`src/rtl/vga_pkg.sv`:
```
// Shared pattern-select encoding for the VGA test-pattern path.
// Mode values are what the pattern datapath decodes.
package vga_pkg;

    localparam int MODE_W = 2;

    localparam logic [MODE_W-1:0] MODE_HBARS = 2'd0;
    localparam logic [MODE_W-1:0] MODE_VBARS = 2'd1;
    localparam logic [MODE_W-1:0] MODE_XOR   = 2'd2;
    localparam logic [MODE_W-1:0] MODE_XNOR  = 2'd3;

    // Next pattern in sequence; wraps XNOR back to HBARS.
    function automatic logic [MODE_W-1:0] mode_inc(input logic [MODE_W-1:0] m);
        return m + MODE_W'(1);
    endfunction

endpackage

```
`src/rtl/key_debounce.sv`:
```
// Active-low key debouncer: 2-FF synchronizer plus stability counter.
// Press pulse is registered and fires once, on the same edge the stable level falls.
module key_debounce #(
    parameter int DEBOUNCE_CYCLES = 500000
) (
    input  logic clk,
    input  logic rst_n,
    input  logic key_n,
    output logic press
);

    localparam int CNT_W = (DEBOUNCE_CYCLES > 2) ? $clog2(DEBOUNCE_CYCLES) : 1;
    localparam logic [CNT_W-1:0] CNT_MAX = CNT_W'(DEBOUNCE_CYCLES - 1);

    logic             sync1_q;
    logic             sync2_q;
    logic             stable_q;
    logic             stable_d;
    logic             press_q;
    logic             press_d;
    logic [CNT_W-1:0] cnt_q;
    logic [CNT_W-1:0] cnt_d;

    always_comb begin
        stable_d = stable_q;
        cnt_d    = cnt_q;
        press_d  = 1'b0;
        if (sync2_q == stable_q) begin
            cnt_d = '0;
        end else if (cnt_q == CNT_MAX) begin
            stable_d = sync2_q;
            cnt_d    = '0;
            // Level differs from stable, so stable_q=1 means this is a 1->0 fall.
            press_d  = stable_q;
        end else begin
            cnt_d = cnt_q + CNT_W'(1);
        end
    end

    // Idle-high reset levels: a key held through reset release must re-debounce.
    always_ff @(posedge clk or negedge rst_n) begin
        if (!rst_n) begin
            sync1_q  <= 1'b1;
            sync2_q  <= 1'b1;
            stable_q <= 1'b1;
            cnt_q    <= '0;
            press_q  <= 1'b0;
        end else begin
            sync1_q  <= key_n;
            sync2_q  <= sync1_q;
            stable_q <= stable_d;
            cnt_q    <= cnt_d;
            press_q  <= press_d;
        end
    end

    assign press = press_q;

endmodule

```
`src/rtl/vga_pattern_ctrl.sv`:
```
// Pattern-select controller: key0 advances the mode, key1 toggles auto-cycle.
// Mode changes are staged in pending_mode and only applied on frame_start edges.
module vga_pattern_ctrl
    import vga_pkg::*;
#(
    parameter int DEBOUNCE_CYCLES = 500000,
    parameter int FRAMES_PER_MODE = 120
) (
    input  logic              clk,
    input  logic              rst_n,
    input  logic [1:0]        key,
    input  logic              frame_start,
    output logic [MODE_W-1:0] mode,
    output logic              auto_en,
    output logic              mode_changed
);

    localparam int FC_W = $clog2(FRAMES_PER_MODE + 1);
    localparam logic [FC_W-1:0] FC_LAST = FC_W'(FRAMES_PER_MODE - 1);

    logic              press0;
    logic              press1;
    logic              auto_adv;

    logic [MODE_W-1:0] pending_q;
    logic [MODE_W-1:0] pending_d;
    logic [MODE_W-1:0] mode_q;
    logic [MODE_W-1:0] mode_d;
    logic [FC_W-1:0]   frame_cnt_q;
    logic [FC_W-1:0]   frame_cnt_d;
    logic              auto_en_q;
    logic              auto_en_d;
    logic              changed_q;
    logic              changed_d;

    key_debounce #(.DEBOUNCE_CYCLES(DEBOUNCE_CYCLES)) u_key0 (
        .clk   (clk),
        .rst_n (rst_n),
        .key_n (key[0]),
        .press (press0)
    );

    key_debounce #(.DEBOUNCE_CYCLES(DEBOUNCE_CYCLES)) u_key1 (
        .clk   (clk),
        .rst_n (rst_n),
        .key_n (key[1]),
        .press (press1)
    );

    assign auto_adv = auto_en_q && frame_start && (frame_cnt_q == FC_LAST);

    always_comb begin
        pending_d   = pending_q;
        frame_cnt_d = frame_cnt_q;
        auto_en_d   = auto_en_q;
        mode_d      = mode_q;
        changed_d   = 1'b0;

        // A manual press and an auto advance on the same edge count once.
        if (press0 || auto_adv) begin
            pending_d = mode_inc(pending_q);
        end

        if (!auto_en_q || press0 || press1) begin
            frame_cnt_d = '0;
        end else if (frame_start) begin
            frame_cnt_d = auto_adv ? '0 : frame_cnt_q + FC_W'(1);
        end

        if (press1) begin
            auto_en_d = !auto_en_q;
        end

        // Apply the post-advance pending value so same-edge advances land this frame.
        if (frame_start) begin
            mode_d    = pending_d;
            changed_d = (pending_d != mode_q);
        end
    end

    always_ff @(posedge clk or negedge rst_n) begin
        if (!rst_n) begin
            pending_q   <= MODE_HBARS;
            mode_q      <= MODE_HBARS;
            frame_cnt_q <= '0;
            auto_en_q   <= 1'b0;
            changed_q   <= 1'b0;
        end else begin
            pending_q   <= pending_d;
            mode_q      <= mode_d;
            frame_cnt_q <= frame_cnt_d;
            auto_en_q   <= auto_en_d;
            changed_q   <= changed_d;
        end
    end

    assign mode         = mode_q;
    assign auto_en      = auto_en_q;
    assign mode_changed = changed_q;

endmodule
```
`config.mk`:
```
export PLATFORM = sky130hd
export DESIGN_NAME = vga_pattern_ctrl
export DESIGN_NICKNAME = d
export VERILOG_FILES = /design/src/rtl/vga_pkg.sv /design/src/rtl/key_debounce.sv /design/src/rtl/vga_pattern_ctrl.sv
export SDC_FILE = /design/constraint.sdc
export NUM_CORES = 1
export LEC_CHECK = 0
export CORE_MARGIN = 2
export CORE_UTILIZATION = 50
export DETAILED_ROUTE_END_ITERATION = 12
export PLACE_DENSITY = 0.69
export SYNTH_ARGS = -nofsm -noshare
export SYNTH_HDL_FRONTEND = slang
export SYNTH_SLANG_ARGS = --single-unit
```
`constraint.sdc`:
```
create_clock -name clk -period 2.4 [get_ports clk]
set_clock_uncertainty 0.15 [all_clocks]
set_input_delay 0.24 -clock clk [delete_from_list [all_inputs] [get_ports clk]]
set_output_delay 0.24 -clock clk [all_outputs]
set_load 0.01 [all_outputs]
```
### After elaboration in Yosys (flattened, before gate mapping)

Index checks and enable logic that the tools add are counted.
W data, S select, Z words.

* add/sub/neg operators: 4
* equal/unequal tests: 6
* multiplexer cells: 13
* bitwise gates (word level): 2
* reductions and logical operators: 9

Operators with widths (number)
* $mux W19: 4
* $add A19 B1 Y19 const B: 2
* $eq A19 B19 Y1 const B: 2
* $mux W7: 3
* $add A7 B1 Y7 const B: 1
* $eq A7 B7 Y1 const B: 1
* $mux W1: 5
* $reduce_and A2 Y1: 2
* $logic_or A1 B1 Y1: 3
* $add A2 B1 Y2 const B: 1
* $eq A1 B1 Y1: 2
* $logic_and A1 B1 Y1: 2
* $mux W2: 1
* $ne A2 B2 Y1: 1
* $not A1 Y1: 2
* $reduce_bool A2 Y1: 1
* $logic_not A1 Y1: 1

* register bits: 59
* bits of input ports: 5
* output and inout bits: 4
* logic and storage cells: 49

### Depth between registers and ports, before layout

Gate-level depths: netlist (run 1).

* word-level depth: 6
* depth in mapped cells: 7
* depth with buffers taken out: 5

### By module

A second synthesis (run 1) with hierarchy kept.

* cell total of the unflattened synthesis: 277
* area, all modules: 2931.6 µm²

Modules (own cells, without submodules)
* key_debounce at u_key0: times used 1, cells each 106, area each 1138.6 µm², sequential area each 579.3 µm²
* key_debounce at u_key1: times used 1, cells each 110, area each 1122.3 µm², sequential area each 579.3 µm²
* vga_pattern_ctrl: times used 1, cells each 61, area each 670.6 µm², sequential area each 325.3 µm²

### Least setup slack after synthesis (run 1)

OpenSTA, ideal clock, no wires.

* kind: reg2reg
* start point: register u_key0.cnt_q[11]
* end point: register u_key0.cnt_q[11]
* library setup time: 0.119 ns
* data arrival time: 1.865 ns
* data required time: 2.131 ns
* setup slack: 0.266 ns
* cell stages (with the launch flop): 6
* path buffers: 1
* clock period less this slack: 2.134 ns
* cell sequence: dfrtp_1 > or4_1 > or4_1 > o21ai_2 > buf_4 > nor2_1

* longest elaborated chain between the ends: 3
* elaborated cells on any way between the ends: 4
* those cells by class: add/sub: 1; eq/ne: 1; mux: 2

Ends and longest elaborated chain
* from (decl): RTL line key_debounce.sv:21 `logic [CNT_W-1:0] cnt_q;`
* from (signal assigned): RTL line key_debounce.sv:52 `cnt_q <= cnt_d;`
* $add A19 B1 Y19 or $eq A19 B19 Y1 (tied branches): RTL line key_debounce.sv:36, key_debounce.sv:30
* $mux W19 (*): RTL line key_debounce.sv:30 `end else if (cnt_q == CNT_MAX) begin`
* $mux W19 (*): RTL line key_debounce.sv:28 `if (sync2_q == stable_q) begin`
* net u_key0.cnt_d[11]: RTL line key_debounce.sv:22 `logic [CNT_W-1:0] cnt_d;`

The timed path passes the listed nets; every way through them passes the cells marked *.
A chain may end at the register's enable or synchronous reset.

### Worst setup path in the final report (run 1)

* start point: register u_key0.cnt_q[5]
* end point: register u_key0.cnt_q[17]

Same word-level chain as after synthesis.

==> flow_metrics.py, run 1 <==
metrics = {
    "run_status": {
        "status": "completed",
    },
    "global_routing": {
        "grt_util_all_layers_pct": 19.14,
        "grt_pass1_wl_mm": 9.183,
        "grt_pass1_vias": 2012,
        "antenna_found_initial": 0,
        "grt_overflow": 0,
        "grt_max_degree": 29,
    },
    "critical_path": {
        "r2r_slack_ps": 250,
        "r2r-end": "u_key0.cnt_q[17]$_DFF_PN0_",
        "critPathMaxStageDelay_ps": 620,
        "reg2reg_depth": 4,
        "reg2reg_from": "u_key0.cnt_q[5]$_DFF_PN0_",
        "arrival_ps": 2270,
        "critPathLaunchType": "register",
        "required_ps": 2520,
        "critical_path_class": "register to register",
        "cpMaxStageDelayCell": "or4_1",
        "end_kind": "register",
        "crit_chain": "nand4_2 -> or4_1 -> or4_4 -> a21oi_2",
        "cp_max_fo": 7,
    },
    "finish": {
        "design.final.nets": 303,
        "area.growth.synth_to_final_pct": 14.87,
        "layout-drive-gt1-share_pct": 12.00,
        "num_antenna_cells": 0,
        "instances_no_fill": 372,
    },
    "floorplan": {
        "io_pins": 9,
        "core.rowCount": 27,
        "start_util_pct": 51.35,
        "dieHeight_um": 78.97,
        "fp.dieW_um": 78.97,
        "die_area_um2": 6236,
        "core_area_um2": 5473,
    },
    "clock_tree": {
        "cts-resized-gates": 0,
        "h-tree-depth": 3,
        "clockBufferDepth": 2,
        "root_buffer": "clkbuf_8",
        "hold_buffers": 1,
        "clk_latency_ps": 330,
        "clkTransAtPathRegs_ps": 70,
        "cts_tree": "built",
        "cts.sinks": 59,
        "cts_inserted_buffers": 9,
        "postCtsSetupBuffers": 0,
    },
    "drt": {
        "num_vias": 2020,
        "drc": 0,
        "ant_nets": 0,
        "routedWlPerCell_um": 13.94,
        "avgViaCountPerCell": 5.430,
        "firstDrtPassIters": 4,
        "drt_wl_total_mm": 5.184,
        "drt_iter0_drc": 90,
    },
    "power": {
        "vdd_drop_max_v": 0.0004429,
        "power_density_nw_per_um2": 653.0,
        "leakagePower_uw": 0.001333,
    },
    "timing": {
        "slew_violations": 0,
        "period_minus_slack_ps": 2154,
        "tightest_slew_ps": 623.2,
        "slew_headroom_pct": 58.45,
        "final-setup-viol-count": 0,
        "rsz0062_at_grt": "false",
        "setup_tns_ps": 0,
        "finalCritPeriodShare_pct": 89.76,
        "hold_viol": 0,
        "max_freq_mhz": 464.2,
    },
    "synth": {
        "synth_common_cells": "dfrtp_1, nor2_1, nand2_1",
        "ys_types": 43,
        "syn-instance-count": 275,
        "synth-edff-count": 0,
        "yosys-top-cells-area": "dfrtp_1, xor2_1, dfstp_2, nor2_1, xnor2_1",
        "synth_fp_nets": 283,
        "synth_ff_type": "dfrtp_1",
        "synth_top_area_share_pct": 47.20,
        "ys_seq_elements": 59,
        "yosysMostFrequentCell": "dfrtp_1",
        "yosys_warnings": 0,
        "ys_seq_area_share_pct": 52.80,
        "async_flop_share_pct": 100.0,
        "synth_area_um2": 2810,
        "synth_largest_area_cell": "dfrtp_1",
        "syn_area_per_cell_um2": 10.22,
    },
    "worst_hold_path": {
        "min_from": "key[1]",
        "holdPathStages": 1,
        "hp-class": "input port to register",
        "whs_endpoint": "u_key1.sync1_q$_DFF_PN1_",
    },
    "placed_design": {
        "io_buffers": 8,
        "place_inst": 355,
        "place.gp.congestion": 0.8019,
        "dpl.hpwl_mm": 3.485,
    },
    "job": {
        "maxCapViolCount": 0,
    },
}
## sequential cells by signal, summed over array words and instances, names as in the netlist, 2 cells and up
register      cells
u_key0.cnt_q     19
frame_cnt_q       7
u_key1.cnt_q     19
mode              2
pending_q         2
## critical path: cells and delay by family (launching register included)
family | cells | cell delay [ps]
and+or+nand+nor | 3 | 1350
AOI/OAI and AO/OA | 1 | 130
DFF | 1 | 450
## layer usage
layer | track usage [%] | vias up | part of all wire, %
met4 | 9.655 | 0 | 1.6
met3 | 5.341 | 7 | 2.6
met5 | 0 | - | 0
li1 | - | 1016 | -
met2 | 28.47 | 22 | 46
met1 | 25.71 | 975 | 50
## worst max path at each step
stage	start	endpoint	slack, ps	depth (start not counted)
global route	u_key0.cnt_q[5]$_DFF_PN0_	u_key0.cnt_q[17]$_DFF_PN0_	170	4
floorplan	u_key0.cnt_q[11]$_DFF_PN0_	u_key0.cnt_q[11]$_DFF_PN0_	270	5
CTS	u_key0.cnt_q[5]$_DFF_PN0_	u_key0.cnt_q[17]$_DFF_PN0_	250	4
finish	u_key0.cnt_q[5]$_DFF_PN0_	u_key0.cnt_q[17]$_DFF_PN0_	250	4
global placement	frame_start	mode[0]$_DFFE_PN0P_	290	5
detailed placement	u_key0.cnt_q[2]$_DFF_PN0_	u_key0.cnt_q[17]$_DFF_PN0_	250	4
## power breakdown
| group | leakage, µW | internal, µW | switching, µW |
|---|---|---|---|
| clock | 0.000111 | 643 | 369 |
| sequential | 0.000796 | 1010 | 10.9 |
| combinational | 0.000426 | 28.3 | 45.5 |
## cell type report
| class | instances | area (µm²) |
|---|---|---|
| Fill cell | 487 | 2245 |
| Sequential cell | 59 | 1484 |
| Multi-Input combinational cell | 201 | 1264 |
| Clock buffer | 14 | 162.7 |
| Timing Repair Buffer | 16 | 137.6 |
| Tap cell | 72 | 90.09 |
| Clock inverter | 2 | 60.06 |
| Inverter | 8 | 30.03 |
## cells in the final DEF, fill, tap and decap left out, types with 7 or more instances in the layout
master            n
dfrtp_1          53
nor2_1           39
nand2_1          22
xor2_1           19
xnor2_1          13
nand3_1          11
a21oi_1          11
clkbuf_8         11
or3_1            10
nand4_1           9
o21ai_0           8
inv_1             8
or4_1             7
clkdlybuf4s50_1   7
buf_4             7
## kinds of logic after synthesis
group	Yosys count	share of synthesized area (%)
muxes	4	1.558
and+or+nand+nor	130	25.02
buffers and inverters	15	2.226
adders and majority gates	3	1.336
xor gates and xnor gates	32	9.973
DFF	59	52.80
AOI/OAI and AO/OA	32	7.080
## metrics by stage
step	hold slack [ps]	cell area, µm²	power (µW)	util [%]	setup WS, ps
floorplan	-205.6	2810	1070	-	266.1
finish	160.2	3228	2108	58.98	245.9
global placement	139.1	2995	1113	54.73	288.0
detailed placement	150.5	2995	1115	54.73	245.3
CTS	145.5	3228	2141	58.98	245.9
global route	144.4	3228	2201	58.98	165.1
(Power assumes the default switching activity.)
==> run 2: changes to the inputs <==
Settings changed: GPL_ROUTABILITY_DRIVEN set to 0, REMOVE_ABC_BUFFERS set to 1.
Clock period 2.4 ns to 2.8 ns, I/O delays scaled along.
==> flow_metrics.py, run 2 (same netlist as run 1, synthesis figures left out) <==
metrics = {
    "global_routing": {
        "antenna_found_initial": 0,
        "grt_pass1_vias": 1951,
        "grt_util_all_layers_pct": 18.07,
        "grt_max_degree": 60,
        "grt_pass1_wl_mm": 8.680,
        "grt_overflow": 0,
    },
    "finish": {
        "num_antenna_cells": 0,
        "instances_no_fill": 368,
        "design_area_um2": 3148,
        "layout_common_cells": "dfrtp_1, nor2_1, nand2_1",
        "design.final.nets": 299,
        "final_common_cell": "dfrtp_1",
        "area.growth.synth_to_final_pct": 12.02,
        "layout-drive-gt1-share_pct": 10.81,
        "reg_top3": "u_key0.cnt_q (19), u_key1.cnt_q (19), frame_cnt_q (7)",
    },
    "clock_tree": {
        "cts_tree": "built",
        "postCtsSetupBuffers": 0,
        "clockBufferDepth": 2,
        "clk_latency_ps": 330,
        "h-tree-depth": 3,
        "cts_inserted_buffers": 9,
        "clkTransAtPathRegs_ps": 60,
        "root_buffer": "clkbuf_8",
        "cts.sinks": 59,
    },
    "floorplan": {
        "core_area_um2": 5473,
        "fp.dieW_um": 78.97,
        "dieHeight_um": 78.97,
        "core.rowCount": 27,
        "start_util_pct": 51.35,
        "die_area_um2": 6236,
        "io_pins": 9,
    },
    "critical_path": {
        "reg2reg_depth": 4,
        "cpMaxStageDelayCell": "or4_1",
        "reg2reg_from": "u_key0.cnt_q[5]$_DFF_PN0_",
        "cp_max_fo": 7,
        "end_kind": "register",
        "r2r-end": "u_key0.cnt_q[17]$_DFF_PN0_",
        "crit_chain": "nand4_2 -> or4_1 -> or4_4 -> a21oi_2",
        "r2r_slack_ps": 610,
        "crit_path_start": "u_key0.cnt_q[5]$_DFF_PN0_",
        "critical_path_class": "register to register",
        "critPathLaunchType": "register",
        "critPathMaxStageDelay_ps": 650,
        "arrival_ps": 2300,
        "required_ps": 2910,
    },
    "placed_design": {
        "place_inst": 351,
        "dpl.hpwl_mm": 3.194,
        "dpl-instance-area_um2": 2965,
        "io_buffers": 8,
    },
    "drt": {
        "drc": 0,
        "num_vias": 2012,
        "ant_nets": 0,
        "drt_iter0_drc": 96,
        "firstDrtPassIters": 4,
        "routedWlPerCell_um": 12.97,
        "drt_wl_total_mm": 4.773,
        "avgViaCountPerCell": 5.467,
    },
    "worst_hold_path": {
        "whs_endpoint": "u_key0.sync1_q$_DFF_PN1_",
        "min_from": "key[0]",
        "hp-class": "input port to register",
        "holdPathStages": 1,
    },
    "job": {
        "maxCapViolCount": 0,
    },
    "timing": {
        "period_minus_slack_ps": 2189,
        "slew_violations": 0,
        "rsz0062_at_grt": "false",
        "tightest_slew_ps": 720.6,
        "hold-worst-slack_ps": 201.4,
        "max_freq_mhz": 456.8,
        "final-setup-viol-count": 0,
        "hold_viol": 0,
        "slew_headroom_pct": 51.96,
        "finalCritPeriodShare_pct": 78.18,
        "setup_tns_ps": 0,
    },
    "run_status": {
        "status": "completed",
    },
    "power": {
        "leakagePower_uw": 0.001294,
        "vdd_drop_max_v": 0.0003155,
        "power_density_nw_per_um2": 511.5,
    },
}
run 2: what timing repair did:
action,in CTS,in global routing
resized for setup,0,0
endpoints found under the hold margin,53,0
hold buffers,1,0
run 2: through the flow:
stage | power (µW) | setup slack, ps | utilization (%)
after floorplan | 914.7 | 646.4 | -
after CTS | 1630 | 619.8 | 57.52
final | 1610 | 611.0 | 57.52
after global routing | 1681 | 486.4 | 57.52
after detailed placement | 951.5 | 576.5 | 54.18
after global placement | 950.2 | 633.0 | 54.18
run 2: final cells by class:
type / instances / area (µm²)
Multi-Input combinational cell: 201 / 1264
Tap cell: 72 / 90.09
Sequential cell: 59 / 1484
Clock buffer: 14 / 162.7
Timing Repair Buffer: 12 / 107.6
Clock inverter: 2 / 10.01
Inverter: 8 / 30.03
Fill cell: 499 / 2325
run 2: how the worst max path moves through the flow:
stage,end,cells after the start
after floorplan,u_key0.cnt_q[10]$_DFF_PN0_,4
after global placement,mode[0]$_DFFE_PN0P_,5
after detailed placement,mode[0]$_DFFE_PN0P_,5
after CTS,u_key0.cnt_q[18]$_DFF_PN0_,5
after global routing,u_key0.cnt_q[18]$_DFF_PN0_,5
final,u_key0.cnt_q[17]$_DFF_PN0_,4
run 2: metal layers:
metal / track usage (%) / share of wire (%) / vias to the layer above
li1: - / - / 1008
met1: 24.89 / 50 / 965
met2: 25.76 / 44 / 31
met3: 5.455 / 3.8 / 8
met4: 9.310 / 2.0 / 0
met5: 0 / 0 / -
run 2: where the power goes:
part	switching (µW)	internal, µW	leakage [µW]
combinational	37.9	21.5	0.000408
clock	307	367	0.0000905
sequential	9.04	867	0.000796
run 2: worst max-delay path: cells and delay by family, from the launching register on:
family	cells	cell delay, ps
flip-flops	1	450
AO/OA/AOI/OAI	1	130
AND/OR/NAND/NOR	3	1390
